--- src/rtl/uart_pkg.sv ---
// Shared definitions for the UART receive port: FSM state encoding,
// STATUS register layout and register-select constants.
package uart_pkg;

    typedef enum logic [2:0] {
        IDLE,
        START,
        DATA,
        STOP,
        WAIT_HIGH
    } rxState_t;

    localparam int ST_NOT_EMPTY = 0;
    localparam int ST_FULL      = 1;
    localparam int ST_OVERRUN   = 2;
    localparam int ST_FRAME_ERR = 3;
    localparam int ST_COUNT_LSB = 4;
    localparam int ST_COUNT_W   = 7;

    localparam logic REG_DATA   = 1'b0;
    localparam logic REG_STATUS = 1'b1;

    function automatic logic [31:0] packStatus(
        input logic                  notEmpty,
        input logic                  full,
        input logic                  overrun,
        input logic                  frameErr,
        input logic [ST_COUNT_W-1:0] count
    );
        logic [31:0] w;
        w = '0;
        w[ST_NOT_EMPTY] = notEmpty;
        w[ST_FULL]      = full;
        w[ST_OVERRUN]   = overrun;
        w[ST_FRAME_ERR] = frameErr;
        w[ST_COUNT_LSB +: ST_COUNT_W] = count;
        return w;
    endfunction

endpackage

--- src/rtl/sync_fifo.sv ---
// Single-clock FIFO with combinational head output; a push while full is
// only accepted when a pop frees a slot in the same cycle.
module sync_fifo #(
    parameter int WIDTH = 8,
    parameter int DEPTH = 8
) (
    input  logic                       clk,
    input  logic                       reset,
    input  logic                       push,
    input  logic                       pop,
    input  logic [WIDTH-1:0]           din,
    output logic [WIDTH-1:0]           dout,
    output logic                       empty,
    output logic                       full,
    output logic [$clog2(DEPTH):0]     count
);
    localparam int AW = $clog2(DEPTH);
    localparam int CW = AW + 1;

    logic [WIDTH-1:0] mem [DEPTH];
    logic [AW-1:0]    wrPtr;
    logic [AW-1:0]    rdPtr;
    logic             doPush;
    logic             doPop;

    assign empty  = (count == '0);
    assign full   = (count == CW'(DEPTH));
    assign doPop  = pop && !empty;
    assign doPush = push && (!full || pop);
    assign dout   = mem[rdPtr];

    // NOTE: storage has no reset; the pointers and count alone define which entries are valid.
    always_ff @(posedge clk) begin
        if (doPush) begin
            mem[wrPtr] <= din;
        end
    end

    // Depth is a power of two, so the pointers wrap by natural overflow.
    always_ff @(posedge clk) begin
        if (reset) begin
            wrPtr <= '0;
            rdPtr <= '0;
            count <= '0;
        end else begin
            if (doPush) wrPtr <= wrPtr + AW'(1);
            if (doPop)  rdPtr <= rdPtr + AW'(1);
            case ({doPush, doPop})
                2'b10:   count <= count + CW'(1);
                2'b01:   count <= count - CW'(1);
                default: count <= count;
            endcase
        end
    end

endmodule

--- src/rtl/uart_rx_port.sv ---
// Memory-mapped 8N1 UART receiver: mid-bit sampling FSM feeding a FIFO,
// with DATA (pop) and STATUS (read-to-clear flags) registers on the IO bus.
module uart_rx_port
    import uart_pkg::*;
#(
    parameter int CLKS_PER_BIT = 868,
    parameter int FIFO_DEPTH   = 8
) (
    input  logic        clk,
    input  logic        reset,
    input  logic        RXD,
    input  logic        sel,
    input  logic        regSel,
    input  logic        memRstrb,
    output logic [31:0] memRData,
    output logic        rxStrobe,
    output logic [7:0]  rxByte
);
    localparam int CNT_W = $clog2(CLKS_PER_BIT);
    localparam int CW    = $clog2(FIFO_DEPTH) + 1;
    localparam logic [CNT_W-1:0] HALF_RELOAD = CNT_W'(CLKS_PER_BIT / 2 - 1);
    localparam logic [CNT_W-1:0] FULL_RELOAD = CNT_W'(CLKS_PER_BIT - 1);

    logic             rxMeta;
    logic             rxs;
    rxState_t         state,  stateNext;
    logic [CNT_W-1:0] cnt,    cntNext;
    logic [2:0]       bitIdx, bitNext;
    logic [7:0]       shift,  shiftNext;
    logic             byteDone;
    logic             frameErrSet;

    logic             overrun;
    logic             frameErr;
    logic             readData;
    logic             readStatus;
    logic             fifoPop;
    logic [7:0]       fifoDout;
    logic             fifoEmpty;
    logic             fifoFull;
    logic [CW-1:0]    fifoCount;

    // Synchronizer idles high so a reset never looks like a start bit.
    always_ff @(posedge clk) begin
        if (reset) begin
            rxMeta <= 1'b1;
            rxs    <= 1'b1;
        end else begin
            rxMeta <= RXD;
            rxs    <= rxMeta;
        end
    end

    // NOTE: state registers use non-blocking assignment so every flop samples pre-edge values.
    always_ff @(posedge clk) begin
        if (reset) begin
            state  <= IDLE;
            cnt    <= '0;
            bitIdx <= '0;
            shift  <= '0;
        end else begin
            state  <= stateNext;
            cnt    <= cntNext;
            bitIdx <= bitNext;
            shift  <= shiftNext;
        end
    end

    // NOTE: every output of this block gets a default first, so no path can infer a latch.
    always_comb begin
        stateNext   = state;
        cntNext     = cnt;
        bitNext     = bitIdx;
        shiftNext   = shift;
        byteDone    = 1'b0;
        frameErrSet = 1'b0;
        case (state)
            IDLE: begin
                if (!rxs) begin
                    stateNext = START;
                    cntNext   = HALF_RELOAD;
                end
            end
            START: begin
                if (cnt != '0) begin
                    cntNext = cnt - CNT_W'(1);
                end else if (!rxs) begin
                    stateNext = DATA;
                    cntNext   = FULL_RELOAD;
                    bitNext   = 3'd0;
                end else begin
                    stateNext = IDLE;
                end
            end
            DATA: begin
                if (cnt != '0) begin
                    cntNext = cnt - CNT_W'(1);
                end else begin
                    shiftNext[bitIdx] = rxs;
                    cntNext           = FULL_RELOAD;
                    if (bitIdx == 3'd7) stateNext = STOP;
                    else                bitNext   = bitIdx + 3'd1;
                end
            end
            STOP: begin
                if (cnt != '0) begin
                    cntNext = cnt - CNT_W'(1);
                end else if (rxs) begin
                    byteDone  = 1'b1;
                    stateNext = IDLE;
                end else begin
                    frameErrSet = 1'b1;
                    stateNext   = WAIT_HIGH;
                end
            end
            WAIT_HIGH: begin
                if (rxs) stateNext = IDLE;
            end
            default: stateNext = IDLE;
        endcase
    end

    assign readData   = sel && memRstrb && (regSel == REG_DATA);
    assign readStatus = sel && memRstrb && (regSel == REG_STATUS);
    assign fifoPop    = readData && !fifoEmpty;

    sync_fifo #(
        .WIDTH(8),
        .DEPTH(FIFO_DEPTH)
    ) u_fifo (
        .clk   (clk),
        .reset (reset),
        .push  (byteDone),
        .pop   (fifoPop),
        .din   (shift),
        .dout  (fifoDout),
        .empty (fifoEmpty),
        .full  (fifoFull),
        .count (fifoCount)
    );

    // A flag set in the same cycle as a STATUS read survives the clear.
    always_ff @(posedge clk) begin
        if (reset) begin
            memRData <= '0;
            rxStrobe <= 1'b0;
            rxByte   <= '0;
            overrun  <= 1'b0;
            frameErr <= 1'b0;
        end else begin
            rxStrobe <= byteDone;
            if (byteDone) rxByte <= shift;
            overrun  <= (byteDone && fifoFull && !fifoPop) || (overrun && !readStatus);
            frameErr <= frameErrSet || (frameErr && !readStatus);
            if (readData) begin
                memRData <= fifoEmpty ? 32'd0 : {24'd0, fifoDout};
            end else if (readStatus) begin
                memRData <= packStatus(!fifoEmpty, fifoFull, overrun, frameErr,
                                       ST_COUNT_W'(fifoCount));
            end
        end
    end

endmodule

--- config.mk ---
export PLATFORM = sky130hd
export DESIGN_NAME = uart_rx_port
export DESIGN_NICKNAME = d
export VERILOG_FILES = /design/src/rtl/uart_pkg.sv /design/src/rtl/sync_fifo.sv /design/src/rtl/uart_rx_port.sv
export SDC_FILE = /design/constraint.sdc
export NUM_CORES = 1
export LEC_CHECK = 0
export CORE_MARGIN = 2
export CORE_UTILIZATION = 60
export DETAILED_ROUTE_END_ITERATION = 6
export PLACE_DENSITY = 0.83
export SKIP_LAST_GASP = 1
export SLEW_MARGIN = 25
export SYNTH_ARGS = -nofsm -noshare
export SYNTH_HDL_FRONTEND = slang
export SYNTH_SLANG_ARGS = --single-unit
--- constraint.sdc ---
create_clock -name clk -period 5.1 [get_ports clk]
set_input_delay 1.275 -clock clk [delete_from_list [all_inputs] [get_ports clk]]
set_output_delay 1.275 -clock clk [all_outputs]
set_load 0.02 [all_outputs]
==> flow_summary.yaml, run 1 <==
placement:
  hpwl_um: 7285
  gp_congestion: 0.8305
  port_buffers: 22
logic_synthesis:
  async_flop_share: 0
  synthFlopType: "edfxtp_1"
  ys_seq_area_frac: 0.5680
  ys_warn_count: 0
  syn_avg_cell_area_um2: 11.96
  synthCells: 454
  yosys.cell_types.count: 59
  synth_edf_count: 64
  synth_area_um2: 5428
  ys_ff_latch: 122
detailed_routing:
  ant_nets: 0
  dr.first_iter.drc_count: 178
  wl_per_cell_um: 19.04
  routed-via-count: 3561
  drtPass1Iterations: 5
  viasPerCell: 5.995
  routed_wl_um: 11310
  drc: 0
timing:
  rsz0062_at_grt: "false"
  timing.fmax_mhz: 265.9
  finalSetupTns_ns: 0
  period_share: 0.7375
  finalClockSkew_ns: 0.006927
  relSlewSlack: 0.4314
  finalHoldViolations: 0
  worst_pin_slew_ns: 0.8483
  setup_viol: 0
  drv_slew: 0
  period_needed_ns: 3.761
global_route:
  grt_pass1_wl_um: 18330
  grt_pass1_vias: 3484
  grt.total_usage: 0.2494
  antenna_found_initial: 0
  grt_util_met3: 0.05973
  overflow: 0
  grt_max_degree: 61
  grt_util_met1: 0.3077
  globalRoute.busiestLayer: "met2"
  met2_usage: 0.4184
setup_path:
  crit_path_start_kind: "input port"
  path_class: "in2reg"
  cp_data_arrival_time_ns: 4.21
  required_ns: 5.55
  crit_fanout: 13
  cp-end-kind: "flip-flop"
floorplan:
  row_count: 34
  initial_core_util: 0.6194
  die_width_um: 99.11
  io_pins: 47
  chipHeight_um: 99.11
  die_area_um2: 9823
  placeableCoreArea_um2: 8763
pwr:
  p_per_area_nw_per_um2: 374.3
  p_leak_nw: 2.202
  vdd_drop_max_mv: 0.2230
  power_mw: 2.315
clock_tree:
  cts.path.max_buffers: 2
  cts_hold_buf: 0
  cts_tree: "yes"
  post_cts_resized: 0
  htree_levels: 4
  clock-sinks: 122
  cts_inserted_buffers: 17
  clockRootBuffer: "clkbuf_8"
  clkTransAtPathRegs_ns: 0.06
  cts_setup_buffers: 0
  worstSkewPairLatency_ns: 0.52
hold_path:
  hold_path_class: "reg2reg"
final_layout:
  drive_above_1_share: 0.1296
  antennaDiodeCount: 0
  syn_to_final_growth_pct: 13.95
  nets: 488
outcome:
  status: "complete, no violations"
run:
  maxCapViolCount: 0
per-layer routing:
| metal | share of wire | vias up |
|---|---|---|
| li1 | - | 1679 |
| met3 | 0.066 | 30 |
| met4 | 0.030 | 0 |
| met5 | 0 | - |
| met2 | 0.50 | 158 |
| met1 | 0.41 | 1694 |
through the flow:
stage          hold WS [ns]  instances  worst slack [ns]  instance area, um^2    util
2_1_floorplan        0.3895        477             1.751                 5514       -
3_3_place_gp         0.3948        562            0.9681                 5615  0.6408
3_5_place_dp         0.3988        562            0.8831                 5615  0.6408
4_1_cts              0.4145        594             1.421                 6171  0.7042
5_1_grt              0.4462        594             1.135                 6185  0.7057
6_report             0.4120        594             1.339                 6185  0.7057
logic make-up after synthesis:
family	count (synthesis)	share of synthesized area
and+or+nand+nor	151	0.1475
DFF	122	0.5680
buffers and inverters	55	0.05625
xor gates and xnor gates	8	0.01291
muxes	37	0.1056
adders and majority gates	9	0.02075
other	1	0.0006909
AOI/OAI and AO/OA	71	0.08829
sequential cells by signal (all words and copies together) (netlist names), named ones only:
name and cells:
memRData 8, frameErr 1, cnt 10, rxMeta 1, u_fifo.count 4, rxs 1, u_fifo.wrPtr 3, u_fifo.rdPtr 3
rxByte 8, state 3, rxStrobe 1, shift 8, bitIdx 3, overrun 1, u_fifo.mem 64
layout make-up:
type                       instances  area, um^2
sequential                       122        3084
fill                             573        2579
multi-input combinational        300        2136
clock buffer                      23       457.9
timing repair buffer              27       255.2
tap                              108       135.1
clock inverter                     9       97.59
inverter                           5       18.77
where the power goes:
| group | leakage (nW) | internal (mW) | switching [mW] |
|---|---|---|---|
| sequential | 1.06 | 1.03 | 0.0137 |
| combinational | 0.874 | 0.0444 | 0.0998 |
| clock | 0.266 | 0.717 | 0.406 |
final timing paths:
| check | start | end | slack (ns) | cells after the start |
|---|---|---|---|---|
| max | regSel | u_fifo.count[2] | 1.34 | 10 |
| min | rxMeta | rxs | 0.41 | 1 |
| max reg2reg | cnt[0] | u_fifo.count[2] | 1.93 | 12 |
| min reg2reg | rxMeta | rxs | 0.41 | 1 |
synthesized netlist by cell type (all sizes together) (6+ instances only):
| cell | number | area (um^2) |
|---|---|---|
| edfxtp | 64 | 1922 |
| dfxtp | 58 | 1161 |
| nor2 | 45 | 173.9 |
| a21oi | 33 | 165.2 |
| buf | 33 | 222.7 |
| nand2 | 30 | 112.6 |
| mux2i | 19 | 190.2 |
| nor3 | 18 | 95.09 |
| clkbuf | 17 | 63.81 |
| mux4 | 16 | 360.4 |
| ha | 9 | 112.6 |
| nand2b | 8 | 50.05 |
| nand3 | 8 | 40.04 |
| xor2 | 7 | 61.31 |
| o32ai | 6 | 52.55 |
worst max-delay path, cell delays in order:
cell             delay (ns)
clkdlybuf4s50_1        0.61
o21ai_0                0.67
nand4_4                0.27
ha_1                   0.33
xor2_1                 0.16
ha_1                   0.19
a21oi_1                0.15
xor2_1                 0.10
or3_1                  0.31
a21oi_1                0.14
cells in the final DEF (no fill, tap or decap), types with 6 or more instances in the layout:
cell             netlist  routed
xor2_1                 7       7
nand2_1               30      30
mux2i_1               19      19
o32ai_1                6       6
dfxtp_1               58      57
nand2b_1               8       8
nor2_1                43      43
a21oi_1               33      33
buf_4                 25       6
clkbuf_16              0      17
edfxtp_1              64      64
nand3_1                8       8
conb_1                 1      24
ha_1                   9       9
nor3_1                17      16
mux4_2                16      16
clkdlybuf4s50_1        0      21
(Power assumes the default switching activity.)
==> inputs of run 2 (changes only) <==
CORE_UTILIZATION = 52   (was 60)
PLACE_DENSITY = 0.77   (was 0.83)
clock period = 3.12 ns   (was 5.1 ns; I/O delays follow)
==> run 2 against run 1 <==
Effect of this change:
- final cell count rose by 7.6%
- clock skew rose by 0.0012 ns
- largest power group unchanged
- worst setup slack got worse by 1.0 ns
- core utilization fell by 8.3 points
- critical path depth rose by 2
- worst hold slack got worse by 0.0028 ns
- global-route usage fell by 3.6 points
- sequential share of layout area fell by 1.5 points
==> flow_summary.yaml, run 2 (synthesized netlist as in run 1, its figures left out) <==
outcome:
  status: "complete, no violations"
placement:
  placed_cells: 607
  gp_congestion: 0.8654
  pre_cts_ws_ns: -0.0003979
  hpwl_um: 7178
  port_buffers: 22
  placed_cell_area_um2: 5778
clock_tree:
  worstSkewPairLatency_ns: 0.52
  clock-sinks: 122
  htree_levels: 4
  cts_setup_buffers: 0
  cts_inserted_buffers: 17
  cts.path.max_buffers: 2
  cts_hold_buf: 0
  clkTransAtPathRegs_ns: 0.06
  post_cts_resized: 0
  clockRootBuffer: "clkbuf_8"
  cts_tree: "yes"
floorplan:
  io_pins: 47
  initial_core_util: 0.5305
  die_area_um2: 11270
  die_width_um: 106.2
  chipHeight_um: 106.2
  row_count: 37
  placeableCoreArea_um2: 10230
setup_path:
  crit_top_cell: "ha_1"
  cp_slowest_cell: "or4b_1"
  path_class: "reg2reg"
  worstPathCellList: "inv_1, ha_1, or4b_1, nor2_2, nand4_4, ha_1, xor2_1, ha_1, a21oi_1, xor2_1, or3_1, a21oi_1"
  cp_top_family: "simple AND/OR/NAND/NOR gates"
  crit_fanout: 5
  crit_path_start_kind: "flip-flop"
  cp-end-kind: "flip-flop"
  cpPeakStageDelay_ns: 0.48
  cp_data_arrival_time_ns: 3.23
  worst-path-buf-inv: 1
  required_ns: 3.57
final_layout:
  largest_reg_flops: 64
  final_core_util: 0.6231
  largest_registers: "u_fifo.mem x64, cnt x10"
  antennaDiodeCount: 0
  final_common_cell: "edfxtp_1"
  regMostFlops: "u_fifo.mem"
  fin_cells: 639
  final_cell_mix: "edfxtp_1, dfxtp_1, nor2_1"
  syn_to_final_growth_pct: 17.45
  nets: 505
  fill_cells: 774
  fin_area_um2: 6375
  drive_above_1_share: 0.1610
detailed_routing:
  drtPass1Iterations: 5
  drc: 0
  ant_nets: 0
  wl_per_cell_um: 17.49
  routed_wl_um: 11170
  viasPerCell: 5.754
  routed-via-count: 3677
  dr.first_iter.drc_count: 407
timing:
  timing.fmax_mhz: 359.8
  drv_slew: 0
  finalClockSkew_ns: 0.008092
  relSlewSlack: 0.4595
  setup_viol: 0
  rsz0062_at_grt: "false"
  finalHoldViolations: 0
  period_needed_ns: 2.779
  setup_slack_ns: 0.3407
  period_share: 0.8908
  worst_pin_slew_ns: 0.8108
  holdWs_ns: 0.4092
hold_path:
  hold_path_class: "reg2reg"
pwr:
  p_leak_nw: 2.302
  p_per_area_nw_per_um2: 618.0
  vdd_drop_max_mv: 0.2951
global_route:
  grt_pass1_vias: 3548
  grt_pass1_wl_um: 18130
  antenna_found_initial: 0
  overflow: 0
  grt_max_degree: 39
  grt.total_usage: 0.2137
run:
  maxCapViolCount: 0
-- run 2: final timing paths --
check / depth (start not counted) / slack [ns] / start / endpoint
worst max-delay path: 12 / 0.34 / cnt[0] / u_fifo.count[2]
worst min-delay path: 1 / 0.41 / rxMeta / rxs
worst max register to register: 12 / 0.34 / cnt[0] / u_fifo.count[2]
worst min register to register: 1 / 0.41 / rxMeta / rxs
-- run 2: through the flow --
step	total power, mW	setup TNS (ns)
3_3_place_gp	1.988	0
5_1_grt	4.073	0
6_report	3.940	0
4_1_cts	3.953	0
2_1_floorplan	1.953	0
3_5_place_dp	1.993	-0.0003979
-- run 2: worst reg2reg max path, cell delays in order (launching register included) --
cell and delay (ns):
dfxtp_1 0.34, inv_1 0.11, ha_1 0.16, or4b_1 0.48
nor2_2 0.25, nand4_4 0.13, ha_1 0.24, xor2_1 0.14
ha_1 0.18, a21oi_1 0.14, xor2_1 0.10, or3_1 0.31
a21oi_1 0.14
-- run 2: final cells by class --
| cell class | instances | area, um^2 | share of cell area |
|---|---|---|---|
| clock buffer | 19 | 421.7 | 0.06614 |
| clock inverter | 13 | 175.2 | 0.02748 |
| inverter | 5 | 18.77 | 0.002944 |
| multi-input combinational | 300 | 2126 | 0.3335 |
| sequential | 122 | 3083 | 0.4836 |
| tap | 136 | 170.2 | 0.02669 |
| timing repair buffer | 44 | 380.4 | 0.05967 |
-- run 2: power breakdown --
part | switching, mW | leakage [nW] | total [mW] | internal (mW)
sequential | 0.0224 | 1.06 | 1.71 | 1.69
clock | 0.685 | 0.285 | 1.97 | 1.29
combinational | 0.165 | 0.955 | 0.254 | 0.0887
-- run 2: layer usage --
layer,vias to the layer above,global-route usage,part of all wire
li1,1713,-,-
met1,1802,0.2731,0.43
met2,133,0.3347,0.48
met3,29,0.06683,0.062
met4,0,0.09586,0.026
met5,-,0,0
==> inputs of run 3 (changes only) <==
--- a/config.mk
+++ b/config.mk
@@ -8,5 +8,6 @@
 export CORE_MARGIN = 2
-export CORE_UTILIZATION = 52
+export CORE_UTILIZATION = 57
 export DETAILED_ROUTE_END_ITERATION = 6
-export PLACE_DENSITY = 0.77
+export DONT_BUFFER_PORTS = 1
+export PLACE_DENSITY = 0.87
 export SKIP_LAST_GASP = 1
==> constraint.sdc (replaced) <==
create_clock -name clk -period 3.12 [get_ports clk]
set_input_delay 0.936 -clock clk [delete_from_list [all_inputs] [get_ports clk]]
set_output_delay 0.936 -clock clk [all_outputs]
set_load 0.02 [all_outputs]
==> run 3 against run 2 <==
Effect of this change:
- global-route usage up 2.2 points
- worst hold slack gained 0.0066 ns
- sequential power barely moved
- non-clock buffer count fell by 27
- sequential share of layout area rose by 2.3 points
- power shrank 3.5%
- critical path type unchanged
- largest cell class unchanged
- largest power group unchanged
==> flow_summary.yaml, run 3 (synthesized netlist as in run 1, its figures left out) <==
outcome:
  status: "complete, no violations"
final_layout:
  nets: 478
  largest_registers: "u_fifo.mem x64, cnt x10"
  fin_area_um2: 6090
  fill_cells: 636
  syn_to_final_growth_pct: 12.19
  final_common_cell: "edfxtp_1"
  antennaDiodeCount: 0
  drive_above_1_share: 0.1660
  regMostFlops: "u_fifo.mem"
  largest_reg_flops: 64
  final_cell_mix: "edfxtp_1, dfxtp_1, nor2_1"
timing:
  finalHoldViolations: 0
  worst_pin_slew_ns: 0.8380
  drv_slew: 0
  holdWs_ns: 0.4158
  finalClockSkew_ns: 0.009971
  finalSetupTns_ns: 0
  timing.fmax_mhz: 345.5
  period_needed_ns: 2.894
  relSlewSlack: 0.4406
  period_share: 0.9276
  rsz0062_at_grt: "false"
  setup_viol: 0
clock_tree:
  worstSkewPairLatency_ns: 0.52
  htree_levels: 4
  clkTransAtPathRegs_ns: 0.06
  clock-sinks: 122
  cts.path.max_buffers: 2
  cts_setup_buffers: 0
  cts_tree: "yes"
  cts_inserted_buffers: 17
  clockRootBuffer: "clkbuf_8"
pwr:
  power_mw: 3.801
  p_per_area_nw_per_um2: 624.2
  vdd_drop_max_mv: 0.3572
  p_leak_nw: 2.189
setup_path:
  cp-end-kind: "flip-flop"
  cp_data_arrival_time_ns: 3.35
  required_ns: 3.58
  path_class: "reg2reg"
  rrSetupSlack_ns: 0.23
  crit_fanout: 10
  crit_path_start_kind: "flip-flop"
placement:
  gp_congestion: 0.8727
  hpwl_um: 7097
  placed_cell_area_um2: 5517
  port_buffers: 0
hold_path:
  hold_path_class: "reg2reg"
floorplan:
  chipHeight_um: 101.6
  initial_core_util: 0.5874
  row_count: 35
  io_pins: 47
  die_width_um: 101.6
  placeableCoreArea_um2: 9240
  die_area_um2: 10320
detailed_routing:
  wl_per_cell_um: 18.42
  viasPerCell: 5.979
  routed-via-count: 3617
  dr.first_iter.drc_count: 299
  drc: 0
  ant_nets: 0
  routed_wl_um: 11140
  drtPass1Iterations: 5
global_route:
  antenna_found_initial: 0
  overflow: 0
  grt_pass1_vias: 3517
  grt_max_degree: 61
  grt.total_usage: 0.2360
  grt_pass1_wl_um: 17920
run:
  maxCapViolCount: 0
## run 3: timing repair
action,CTS,global route
endpoints found under the setup margin,0,1
gates resized for setup,0,2
hold buffers,0,0
## run 3: path summary, 6_finish.rpt
path | endpoint | startpoint | cells after the start
worst max-delay path | u_fifo.count[2] | cnt[0] | 12
worst min-delay path | rxs | rxMeta | 1
worst max register to register | u_fifo.count[2] | cnt[0] | 12
worst min register to register | rxs | rxMeta | 1
## run 3: routing by layer
metal	vias to the layer above	track usage	wire length [um]
met5	-	0	0
met4	0	0.09979	203
met3	21	0.06694	787
met2	166	0.3659	5369
met1	1767	0.3135	4783
li1	1663	-	-
## run 3: through the flow
step                  util  std cells  worst slack, ns
floorplan                -        477           0.1097
global placement    0.5970        573           0.2218
detailed placement  0.5970        573           0.1194
CTS                 0.6582        605           0.1161
global route        0.6590        605          0.04365
finish              0.6590        605           0.2260
## run 3: layout make-up
class	instances	area (um^2)	share of cell area
multi-input combinational	300	2133	0.3503
inverter	5	18.77	0.003082
tap	129	161.4	0.02651
clock buffer	20	455.4	0.07479
sequential	122	3083	0.5063
clock inverter	12	110.1	0.01808
timing repair buffer	17	127.6	0.02096
## run 3: report_power, final
part / total, mW / internal, mW / switching [mW]
logic: 0.229 / 0.0776 / 0.151
clock network: 1.86 / 1.13 / 0.732
registers: 1.71 / 1.69 / 0.0253
total: 3.80 / 2.89 / 0.909
## run 3: critical path: stages, from the launching register on
cell     delay, ns
dfxtp_1       0.34
inv_1         0.11
ha_1          0.16
or4b_1        0.51
nor2_4        0.18
nand4_4       0.19
ha_2          0.28
xor2_1        0.15
ha_1          0.19
a21oi_1       0.17
xor2_1        0.10
or3_1         0.31
a21oi_1       0.14
